[config.mk]
export PLATFORM = sky130hd
export DESIGN_NAME = mutex_lock_ctrl_flat
export DESIGN_NICKNAME = d
export VERILOG_FILES = /design/src/rtl/mutex_lock_ctrl_if.sv /design/src/rtl/mutex_lock_ctrl.sv /design/src/flat_wrapper.sv
export SDC_FILE = /design/constraint.sdc
export NUM_CORES = 1
export LEC_CHECK = 0
export CORE_MARGIN = 1.5
export CORE_UTILIZATION = 45
export CTS_BUF_LIST = sky130_fd_sc_hd__clkbuf_4 sky130_fd_sc_hd__clkbuf_8
export CTS_CLUSTER_DIAMETER = 40
export DETAILED_ROUTE_END_ITERATION = 8
export GPL_ROUTABILITY_DRIVEN = 0
export GPL_TIMING_DRIVEN = 0
export MAX_ROUTING_LAYER = met4
export PLACE_DENSITY = 0.78
export SLEW_MARGIN = 40
export SYNTH_ARGS = -nofsm -noshare
export SYNTH_HDL_FRONTEND = slang
export SYNTH_SLANG_ARGS = --single-unit
[constraint.sdc]
create_clock -name clk -period 1.7 [get_ports clk]
set_input_delay 0.255 -clock clk [delete_from_list [all_inputs] [get_ports clk]]
set_output_delay 0.255 -clock clk [all_outputs]
set_load 0.005 [all_outputs]
[src/rtl/mutex_lock_ctrl_if.sv]
// Lock-control bundle between requesters/arbiter and mutex_lock_ctrl.
// MUTEX_LOCK_STATS_EN adds the acq_count/to_count statistics outputs.
interface mutex_lock_ctrl_if #(
  parameter int N    = 3,
  parameter int ID_W = 2
);
  logic [N-1:0]    req;
  logic [N-1:0]    arb_req;
  logic [N-1:0]    grant_in;
  logic [N-1:0]    release_stb;
  logic [N-1:0]    lock_grant;
  logic            owner_valid;
  logic [ID_W-1:0] owner_id;
  logic            timeout;
  logic            protocol_err;
`ifdef MUTEX_LOCK_STATS_EN
  logic [15:0]     acq_count;
  logic [15:0]     to_count;

  modport master (
    output req, grant_in, release_stb,
    input  arb_req, lock_grant, owner_valid, owner_id, timeout, protocol_err,
    input  acq_count, to_count
  );
  modport slave (
    input  req, grant_in, release_stb,
    output arb_req, lock_grant, owner_valid, owner_id, timeout, protocol_err,
    output acq_count, to_count
  );
`else
  modport master (
    output req, grant_in, release_stb,
    input  arb_req, lock_grant, owner_valid, owner_id, timeout, protocol_err
  );
  modport slave (
    input  req, grant_in, release_stb,
    output arb_req, lock_grant, owner_valid, owner_id, timeout, protocol_err
  );
`endif
endinterface

[src/rtl/mutex_lock_ctrl.sv]
// Holds the arbiter's one-hot grant as a lock until owner release or hold timeout.
// Optional MUTEX_LOCK_STATS_EN adds saturating acquire/timeout counters.
module mutex_lock_ctrl #(
  parameter int N        = 3,
  parameter int MAX_HOLD = 64,
  parameter int ID_W     = 2
) (
  input logic               clk,
  input logic               rst,
  mutex_lock_ctrl_if.slave  bus
);

  localparam int CNT_W = (MAX_HOLD < 1) ? 1 : $clog2(MAX_HOLD + 1);
  localparam logic [CNT_W-1:0] CNT_LIMIT = CNT_W'(MAX_HOLD);
  localparam logic [CNT_W-1:0] CNT_SAT   = '1;

  typedef enum logic [1:0] {ST_IDLE, ST_LOCKED, ST_COOLDOWN} state_t;

  state_t          state;
  logic [N-1:0]    lock_grant_q;
  logic            owner_valid_q;
  logic [ID_W-1:0] owner_id_q;
  logic            timeout_q;
  logic            protocol_err_q;
  logic [CNT_W-1:0] hold_cnt;

  logic [N-1:0]    grant_low;
  logic [ID_W-1:0] grant_idx;
  logic            grant_multi;
  logic            owner_rel;
  logic            stray_rel;
  logic            timeout_hit;

  // Isolate the lowest set grant bit; anything left over means a multi-hot grant.
  assign grant_low   = bus.grant_in & (~bus.grant_in + N'(1));
  assign grant_multi = |(bus.grant_in & ~grant_low);
  assign owner_rel   = |(bus.release_stb & lock_grant_q);
  assign stray_rel   = |(bus.release_stb & ~lock_grant_q);
  assign timeout_hit = (MAX_HOLD > 0) && (hold_cnt == CNT_LIMIT);

  always_comb begin
    grant_idx = '0;
    for (int i = N - 1; i >= 0; i--) begin
      if (bus.grant_in[i]) grant_idx = ID_W'(i);
    end
  end

`ifdef MUTEX_LOCK_STATS_EN
  logic [15:0] acq_cnt;
  logic [15:0] to_cnt;
`endif

  always_ff @(posedge clk or negedge rst) begin
    if (!rst) begin
      state          <= ST_IDLE;
      lock_grant_q   <= '0;
      owner_valid_q  <= 1'b0;
      owner_id_q     <= '0;
      timeout_q      <= 1'b0;
      protocol_err_q <= 1'b0;
      hold_cnt       <= '0;
`ifdef MUTEX_LOCK_STATS_EN
      acq_cnt        <= '0;
      to_cnt         <= '0;
`endif
    end else begin
      timeout_q      <= 1'b0;
      protocol_err_q <= 1'b0;
      case (state)
        ST_IDLE: begin
          if (|bus.grant_in) begin
            state          <= ST_LOCKED;
            lock_grant_q   <= grant_low;
            owner_id_q     <= grant_idx;
            owner_valid_q  <= 1'b1;
            hold_cnt       <= CNT_W'(1);
            protocol_err_q <= grant_multi;
`ifdef MUTEX_LOCK_STATS_EN
            if (acq_cnt != 16'hFFFF) acq_cnt <= acq_cnt + 16'd1;
`endif
          end
        end
        ST_LOCKED: begin
          protocol_err_q <= stray_rel | (|bus.grant_in);
          // Owner release takes priority over a timeout landing on the same cycle.
          if (owner_rel || timeout_hit) begin
            state         <= ST_COOLDOWN;
            lock_grant_q  <= '0;
            owner_valid_q <= 1'b0;
            owner_id_q    <= '0;
            hold_cnt      <= '0;
            if (!owner_rel) begin
              timeout_q <= 1'b1;
`ifdef MUTEX_LOCK_STATS_EN
              if (to_cnt != 16'hFFFF) to_cnt <= to_cnt + 16'd1;
`endif
            end
          end else if (hold_cnt != CNT_SAT) begin
            hold_cnt <= hold_cnt + CNT_W'(1);
          end
        end
        ST_COOLDOWN: state <= ST_IDLE;
        default:     state <= ST_IDLE;
      endcase
    end
  end

  assign bus.arb_req      = (state == ST_IDLE) ? bus.req : '0;
  assign bus.lock_grant   = lock_grant_q;
  assign bus.owner_valid  = owner_valid_q;
  assign bus.owner_id     = owner_id_q;
  assign bus.timeout      = timeout_q;
  assign bus.protocol_err = protocol_err_q;
`ifdef MUTEX_LOCK_STATS_EN
  assign bus.acq_count    = acq_cnt;
  assign bus.to_count     = to_cnt;
`endif

endmodule

[src/flat_wrapper.sv]
// flat-port wrapper written by rule: the top's interface ports become plain ports
module mutex_lock_ctrl_flat 
#(
  parameter int N        = 3,
  parameter int MAX_HOLD = 64,
  parameter int ID_W     = 2
)
  (clk, rst, bus_req, bus_grant_in, bus_release_stb, bus_arb_req, bus_lock_grant, bus_owner_valid, bus_owner_id, bus_timeout, bus_protocol_err);
  mutex_lock_ctrl_if #(.N(N), .ID_W(ID_W)) bus_i ();
  input logic clk;
  input logic rst;
  input wire logic [$bits(bus_i.req)-1:0] bus_req;
  input wire logic [$bits(bus_i.grant_in)-1:0] bus_grant_in;
  input wire logic [$bits(bus_i.release_stb)-1:0] bus_release_stb;
  output wire logic [$bits(bus_i.arb_req)-1:0] bus_arb_req;
  output wire logic [$bits(bus_i.lock_grant)-1:0] bus_lock_grant;
  output wire logic [$bits(bus_i.owner_valid)-1:0] bus_owner_valid;
  output wire logic [$bits(bus_i.owner_id)-1:0] bus_owner_id;
  output wire logic [$bits(bus_i.timeout)-1:0] bus_timeout;
  output wire logic [$bits(bus_i.protocol_err)-1:0] bus_protocol_err;
  assign bus_i.req = bus_req;
  assign bus_i.grant_in = bus_grant_in;
  assign bus_i.release_stb = bus_release_stb;
  assign bus_arb_req = bus_i.arb_req;
  assign bus_lock_grant = bus_i.lock_grant;
  assign bus_owner_valid = bus_i.owner_valid;
  assign bus_owner_id = bus_i.owner_id;
  assign bus_timeout = bus_i.timeout;
  assign bus_protocol_err = bus_i.protocol_err;
  mutex_lock_ctrl #(.N(N), .MAX_HOLD(MAX_HOLD), .ID_W(ID_W)) u_core (.clk(clk), .rst(rst), .bus(bus_i));
endmodule
==> flow_metrics.tcl, run 1 <==
set metrics [dict create \
    path_cells "nor4_2, and3_1, o21ai_0, a22o_2" \
    reg2regPathDepth 4 \
    slew_viol_final 0 \
    grt_overflow 0 \
    vias_per_cell 5.63 \
    r2r_slack_ps 70 \
    fillerInstances 141 \
    worst_hold_slack_ps 388 \
    cp.required_ps 1900 \
    antenna_found_initial 0 \
    setup.worst_path.start_class "flop" \
    cts-root-buf "clkbuf_4" \
    worst_setup_path_end_kind "flop" \
    die_area_um2 2240 \
    die_w_um 47.3 \
    drt-pass1-iter-count 4 \
    clock_latency_ps 300 \
    core-area_um2 1780 \
    p_leak_nw 0.558 \
    powerDensity_nw_per_um2 1590 \
    drv_cap 0 \
    synth_top_area_share_pct 45.3 \
    cp_slowest_cell "dfrtp_1" \
    total_power_mw 2.04 \
    slew_headroom_pct 72.4 \
    reg2reg_to "u_core.bus.lock_grant[0]" \
    status "complete, no violations" \
    setup_violations 0 \
    clock.fmax_ghz 0.612 \
    syn_to_final_growth_pct 44.6 \
    yosysTopAreaCell "dfrtp_1" \
    wl_um 2140 \
    post_drt_wl_per_cell_um 14.0 \
    synth.net_count 107 \
    yosysUniqueCellTypes 35 \
    max-vdd-ir-drop_mv 1.22 \
    cts_tree "built" \
    grt_pass1_wl_um 3240 \
    clock_path_buffers 2 \
    synth_most_common_cell "dfrtp_1" \
    avgSynthCellArea_um2 9.41 \
    place_hpwl_um 1450 \
    path_class "flop to flop" \
    port_buffers 21 \
    hold_viol 0 \
    die_h_um 47.3 \
    hold_class "input pin to asynchronous set/reset pin" \
    cts_made_buffers 3 \
    num_rows 15 \
    max_stage_delay_ps 470 \
    grt_start_max_net_pins 17 \
    netlist_instances 94 \
    ios 22 \
    drtIter0Drc 35 \
    ys.flop_type "dfrtp_1" \
    cp_data_arrival_time_ps 1830 \
    clkSinkCount 16 \
    final_antenna_net_count 0 \
    antenna_cells 0 \
    crit_fanout 8 \
    clock-skew-final_ps 12.4 \
    fin_crit_ps 1630 \
    synth_seq_area_share_pct 45.3 \
    synth_common_cells "16 x dfrtp_1, 7 x inv_1, 7 x nor2_1" \
    fin_crit_sh_pct 96.1 \
    worstMarginPinSlew_ps 413 \
    async_flop_share_pct 100 \
    grt_pass1_vias 754 \
    synth-seq-cells 16 \
    num_vias 862 \
    h-tree-depth 1 \
    grtUsageTotal_pct 22.0 \
    start_util_pct 49.6 \
    synth.area.top_cells "dfrtp_1 45%, a41oi_1 4.0%, inv_1 3.0%" \
    ys_warn_count 0 \
    netlist_area_um2 885 \
    nets 142 \
    clk_pin_slew_ps 100 \
    drcViolationCount 0 \
    synth_edf_count 0 \
    drive_gt1_share_pct 24.2 \
    rr_startpoint "u_core.hold_cnt[3]" \
]
==> cells by family (layout without fill, tap and decap cells) <==
| family | after synthesis | after routing | share of synthesized area, % |
|---|---|---|---|
| AND/OR/NAND/NOR | 36 | 36 | 22.1 |
| AO/OA/AOI/OAI | 28 | 28 | 23.1 |
| flip-flops | 16 | 16 | 45.3 |
| buffers and inverters | 11 | 45 | 5.66 |
| adder cells (fa/ha/maj) | 3 | 3 | 3.96 |
==> routing by layer <==
| metal | wire, µm | vias to the layer above | part of all wire [%] | track usage (%) |
|---|---|---|---|---|
| met5 | 0 | - | 0 | - |
| met4 | 26 | 0 | 1.2 | 7.22 |
| met3 | 97 | 4 | 4.5 | 7.69 |
| met2 | 1030 | 17 | 48 | 32.2 |
| met1 | 988 | 418 | 46 | 28.1 |
| li1 | - | 423 | - | - |
==> how the worst max path moves through the flow <==
stage,start,endpoint,slack (ps),cells past startpoint
after floorplan,u_core.hold_cnt[0],u_core.hold_cnt[2],50,5
after global placement,bus_release_stb[0],u_core.hold_cnt[2],-450,5
after detailed placement,bus_release_stb[0],u_core.hold_cnt[2],-460,5
after CTS,u_core.hold_cnt[0],u_core.hold_cnt[2],30,5
after global routing,u_core.hold_cnt[3],u_core.hold_cnt[1],-30,4
final,u_core.hold_cnt[3],u_core.bus.lock_grant[0],70,4
==> repair_timing <==
item | in CTS | in global routing
endpoints found under the hold margin | 0 | 16
hold buffers | 0 | 1
gates resized for setup | 9 | 6
pin swaps | 2 | 3
setup buffers | 8 | 1
endpoints found under the setup margin | 15 | 12
==> state kept, by name, indices dropped and copies added, names as in the netlist <==
signal	flops
u_core.hold_cnt	7
u_core.bus.lock_grant	2
u_core.bus.owner_id	2
u_core.state	2
u_core.bus.owner_valid	1
u_core.bus.protocol_err	1
u_core.bus.timeout	1
==> placed cells by master (no fill, tap or decap), types with 2 or more instances in the layout <==
| master | Yosys | layout |
|---|---|---|
| a222oi_1 | 2 | 2 |
| inv_1 | 7 | 7 |
| o22ai_1 | 3 | 2 |
| o211ai_1 | 2 | 2 |
| o21ai_0 | 2 | 2 |
| nor3_1 | 2 | 2 |
| dfrtp_1 | 16 | 15 |
| clkbuf_4 | 0 | 3 |
| and3_1 | 3 | 3 |
| nor2b_1 | 2 | 2 |
| a31oi_1 | 2 | 2 |
| nor2_1 | 7 | 5 |
| and2_1 | 3 | 3 |
| a41oi_1 | 4 | 4 |
| a21o_1 | 2 | 2 |
| clkdlybuf4s50_1 | 0 | 17 |
| nand4_1 | 3 | 3 |
| buf_4 | 2 | 11 |
| dlygate4sd2_1 | 0 | 2 |
| a21oi_1 | 5 | 5 |
| nor4_2 | 0 | 2 |
| nand3_1 | 5 | 4 |
| nand2_1 | 3 | 3 |
==> cell type report <==
cell class	instances	area [µm²]	area share (%)
clock buffers	4	36.3	2.84
repair buffers	31	280	21.9
multi-input cells	67	483	37.8
flip-flops and latches	16	402	31.4
plain buffers	3	20.0	1.57
inverters	7	26.3	2.05
well taps	25	31.3	2.45
==> worst max-delay path, delay by kind of cell (launching register included) <==
family,cells,cell delay (ps)
DFF,1,470
AOI/OAI and AO/OA,2,420
and+or+nand+nor,2,650
==> through the flow <==
step                      cell area, µm²  instances  utilization (%)  setup TNS (ps)  setup slack [ps]
after detailed placement            1130        140             63.2           -5180              -461
after global placement              1130        140             63.2           -4970              -452
after global routing                1280        153             71.7           -35.2             -25.9
final                               1280        153             71.7               0              66.9
after CTS                           1240        151             69.5               0              26.6
after floorplan                      885         94                -               0              46.5
==> power breakdown <==
group          switching [mW]  internal [mW]  total, mW
combinational           0.550          0.620       1.17
clock                   0.120          0.131      0.251
sequential              0.115          0.503      0.618
total                   0.786           1.25       2.04
Power figures use the tool's default switching activity.
==> inputs of run 2 (changes only) <==
--- a/config.mk
+++ b/config.mk
@@ -13,7 +13,7 @@
 export GPL_ROUTABILITY_DRIVEN = 0
 export GPL_TIMING_DRIVEN = 0
 export MAX_ROUTING_LAYER = met4
-export PLACE_DENSITY = 0.78
+export PLACE_DENSITY_LB_ADDON = 0.3
 export SLEW_MARGIN = 40
 export SYNTH_ARGS = -nofsm -noshare
 export SYNTH_HDL_FRONTEND = slang
==> flow_metrics.tcl, run 2 (same netlist as run 1, synthesis figures left out) <==
set metrics [dict create \
    regMostFlops "u_core.hold_cnt" \
    nets 142 \
    hold_class "input pin to asynchronous set/reset pin" \
    max-vdd-ir-drop_mv 0.972 \
    worst_setup_path_end_kind "flop" \
    final_cell_mix "17 x clkdlybuf4s50_1, 15 x dfrtp_1, 11 x buf_4" \
    cts-root-buf "clkbuf_4" \
    grt_pass1_wl_um 3590 \
    drtIter0Drc 30 \
    port_buffers 21 \
    max_stage_delay_ps 430 \
    cts_made_buffers 3 \
    hold_viol 0 \
    setup.worst_path.start_class "flop" \
    grt_overflow 0 \
    syn_to_final_growth_pct 45.3 \
    clock_latency_ps 300 \
    drt-pass1-iter-count 4 \
    die_w_um 47.3 \
    place_hpwl_um 1560 \
    core-area_um2 1780 \
    num_vias 903 \
    die_h_um 47.3 \
    ios 22 \
    antenna_cells 0 \
    cts_tree "built" \
    reg2regPathDepth 6 \
    crit_top_cell "buf_4" \
    fin_crit_ps 1620 \
    slew_headroom_pct 73.0 \
    num_rows 15 \
    fin_util_pct 72.1 \
    cp_slowest_cell "dfrtp_1" \
    worstMarginPinSlew_ps 405 \
    p_leak_nw 0.564 \
    wl_um 2370 \
    h-tree-depth 1 \
    total_power_mw 2.08 \
    grtUsageTotal_pct 24.3 \
    slew_viol_final 0 \
    rsz0062_at_grt "false" \
    antenna_found_initial 0 \
    path_buf_inv 2 \
    crit_fanout 8 \
    final_antenna_net_count 0 \
    status "complete, no violations" \
    fillerInstances 136 \
    clock_path_buffers 2 \
    path_class "flop to flop" \
    cp_data_arrival_time_ps 1840 \
    final_common_cell "clkdlybuf4s50_1" \
    largest_register_ffs 7 \
    cp_top_family "compound AO/OA/AOI/OAI gates" \
    worst-path-stages 6 \
    path_cells "a222oi_1, buf_4, and2_2, buf_4, nand2_1, o22ai_2" \
    drive_gt1_share_pct 25.8 \
    fin_crit_sh_pct 95.2 \
    vias_per_cell 5.90 \
    start_util_pct 49.6 \
    powerDensity_nw_per_um2 1620 \
    multi_input_area_um2 490 \
    seq_area_um2 402 \
    clk_pin_slew_ps 100 \
    drcViolationCount 0 \
    drv_cap 0 \
    clock.fmax_ghz 0.618 \
    cp.required_ps 1920 \
    grt_start_max_net_pins 17 \
    post_drt_wl_per_cell_um 15.5 \
    grt_pass1_vias 796 \
    die_area_um2 2240 \
    setup_violations 0 \
    clock-skew-final_ps 12.0 \
    clkSinkCount 16 \
]
==> run 2: final timing paths <==
| kind | start | to | slack (ps) |
|---|---|---|---|
| min in group clk | u_core.bus.owner_valid | u_core.bus.owner_valid | 490 |
| max in group asynchronous | rst | u_core.state[1] | 970 |
| hold / removal | rst | u_core.bus.lock_grant[2] | 420 |
| setup reg to reg | u_core.bus.lock_grant[0] | u_core.hold_cnt[1] | 80 |
| setup / recovery | u_core.bus.lock_grant[0] | u_core.hold_cnt[1] | 80 |
| hold reg to reg | u_core.bus.owner_valid | u_core.bus.owner_valid | 490 |
==> run 2: layout make-up <==
cell class | instances | area share [%]
Multi-Input combinational cell | 67 | 38.2
Sequential cell | 16 | 31.3
Timing Repair Buffer | 31 | 21.7
Clock buffer | 4 | 2.82
Tap cell | 25 | 2.43
Inverter | 7 | 2.04
Buffer | 3 | 1.56
==> run 2: metrics by stage <==
step	worst slack [ps]	setup TNS [ps]	cells	hold WS (ps)	cell area [µm²]
global route	6.41	0	153	459	1280
CTS	0.352	0	151	399	1240
global placement	-446	-4930	140	464	1130
finish	81.5	0	153	423	1280
floorplan	46.5	0	94	-40.6	885
detailed placement	-519	-6160	140	473	1130
==> run 2: power by group <==
| part | total (mW) | leakage, nW | switching (mW) | internal (mW) |
|---|---|---|---|---|
| Combinational | 1.21 | 0.337 | 0.582 | 0.626 |
| Sequential | 0.616 | 0.206 | 0.113 | 0.503 |
| Clock | 0.254 | 0.0210 | 0.124 | 0.131 |
==> run 2: metal layers <==
layer	global-route usage (%)	share of wire [%]
met5	-	0
met1	30.1	41
met2	38.1	52
met3	8.08	5.4
met4	6.11	1.3
==> run 2: timing repair <==
item,CTS,global route
pin swaps,2,3
setup endpoints to repair,15,11
gates resized for setup,9,8
hold buffers,0,1
endpoints found under the hold margin,0,16
setup buffers,8,1
==> inputs of run 3 (changes only) <==
--- a/config.mk
+++ b/config.mk
@@ -5,7 +5,6 @@
 export SDC_FILE = /design/constraint.sdc
 export NUM_CORES = 1
 export LEC_CHECK = 0
-export CORE_MARGIN = 1.5
 export CORE_UTILIZATION = 45
 export CTS_BUF_LIST = sky130_fd_sc_hd__clkbuf_4 sky130_fd_sc_hd__clkbuf_8
 export CTS_CLUSTER_DIAMETER = 40
==> flow_metrics.tcl, run 3 (same netlist as run 1, synthesis figures left out) <==
set metrics [dict create \
    status "complete, no violations" \
    seq_area_um2 403 \
    drcViolationCount 0 \
    regMostFlops "u_core.hold_cnt" \
    clock_latency_ps 290 \
    crit_end "u_core.bus.lock_grant[0]" \
    num_vias 875 \
    post_drt_wl_per_cell_um 13.8 \
    fin_cells 152 \
    num_rows 15 \
    cp_slowest_cell "dfrtp_2" \
    worst_setup_path_end_kind "flop" \
    clock_path_buffers 2 \
    final_antenna_net_count 0 \
    cts_tree "built" \
    hold_class "input pin to asynchronous set/reset pin" \
    grt_pass1_wl_um 3280 \
    drive_gt1_share_pct 23.6 \
    drv_cap 0 \
    grtUsageTotal_pct 22.0 \
    max_stage_delay_ps 440 \
    die_area_um2 2150 \
    worstMarginPinSlew_ps 363 \
    rr_startpoint "u_core.state[1]" \
    die_w_um 46.3 \
    path_class "flop to flop" \
    cp_data_arrival_time_ps 1870 \
    drtIter0Drc 30 \
    crit_path_start "u_core.state[1]" \
    cts-root-buf "clkbuf_4" \
    path_cells "buf_4, nor2b_1, nand2_2, o21ai_0, a22o_2" \
    setup_ws_ps 60.8 \
    die_h_um 46.3 \
    setup.worst_path.start_class "flop" \
    max-vdd-ir-drop_mv 1.16 \
    wl_um 2100 \
    slew_viol_final 0 \
    pre_cts_slack_ps -438 \
    h-tree-depth 1 \
    fin_util_pct 70.6 \
    multi_input_area_um2 477 \
    clk_pin_slew_ps 90 \
    nets 142 \
    start_util_pct 49.6 \
    fin_crit_sh_pct 96.4 \
    grt_pass1_vias 746 \
    port_buffers 21 \
    p_leak_nw 0.551 \
    grt_overflow 0 \
    core-area_um2 1780 \
    dp.cells 140 \
    r2r_slack_ps 60 \
    largest_register_ffs 7 \
    cp.required_ps 1940 \
    finalSetupTns_ps 0 \
    grt_start_max_net_pins 17 \
    vias_per_cell 5.76 \
    total_power_mw 1.95 \
    ios 22 \
    syn_to_final_growth_pct 42.3 \
    crit_fanout 7 \
    reg2regPathDepth 5 \
    worst_hold_slack_ps 403 \
    antenna_cells 0 \
    antenna_found_initial 0 \
    clock-skew-final_ps 4.76 \
    clkSinkCount 16 \
    place_hpwl_um 1430 \
    fin_crit_ps 1640 \
    slew_headroom_pct 75.6 \
    hold_viol 0 \
    final_common_cell "clkdlybuf4s50_1" \
    drt-pass1-iter-count 4 \
    cts_made_buffers 3 \
    clock.fmax_ghz 0.610 \
    setup_violations 0 \
    stdcell_area_um2 1260 \
    fillerInstances 133 \
    powerDensity_nw_per_um2 1550 \
    reg2reg_to "u_core.bus.lock_grant[0]" \
    placed_cell_area_um2 1130 \
    final_cell_mix "17 x clkdlybuf4s50_1, 14 x dfrtp_1, 11 x buf_4" \
]
run 3: layer usage:
metal  track usage, %  share of wire, %  vias to the layer above
li1                 -                 -                      427
met1             29.4                46                      418
met2             32.8                49                       28
met3             7.06               4.9                        2
met4             3.53              0.57                        0
met5                -                 0                        -
run 3: repair_timing:
action / in CTS / in global routing
setup buffers: 6 / 3
endpoints found under the setup margin: 15 / 11
pin swaps: 2 / 1
gates resized for setup: 10 / 4
hold endpoints to repair: 0 / 16
hold buffers: 0 / 1
run 3: worst max-delay path, delay by kind of cell, from the launching register on:
kind | cells | cell delay (ps)
AOI/OAI and AO/OA | 2 | 540
DFF | 1 | 440
and+or+nand+nor | 2 | 440
buffers and inverters | 1 | 170
run 3: worst min path at each step:
stage | from | depth (start not counted) | to | slack, ps
finish | rst | 2 | u_core.bus.lock_grant[0] | 400
global route | rst | 2 | u_core.bus.protocol_err | 440
CTS | rst | 1 | u_core.bus.lock_grant[0] | 400
detailed placement | u_core.bus.owner_valid | 1 | u_core.bus.owner_valid | 470
global placement | u_core.bus.owner_valid | 1 | u_core.bus.owner_valid | 470
floorplan | rst | 0 | u_core.bus.lock_grant[0] | -40
run 3: final cells by class:
class	instances	area share, %
well taps	25	2.49
clock buffers	3	1.79
repair buffers	31	22.2
multi-input cells	67	37.9
flip-flops and latches	16	32.0
inverters	7	2.09
plain buffers	3	1.59
run 3: power by group:
part           switching, mW  internal, mW  total, mW
logic                  0.543         0.602       1.15
clock network          0.112        0.0825      0.195
registers              0.109         0.505      0.614
total                  0.764          1.19       1.95
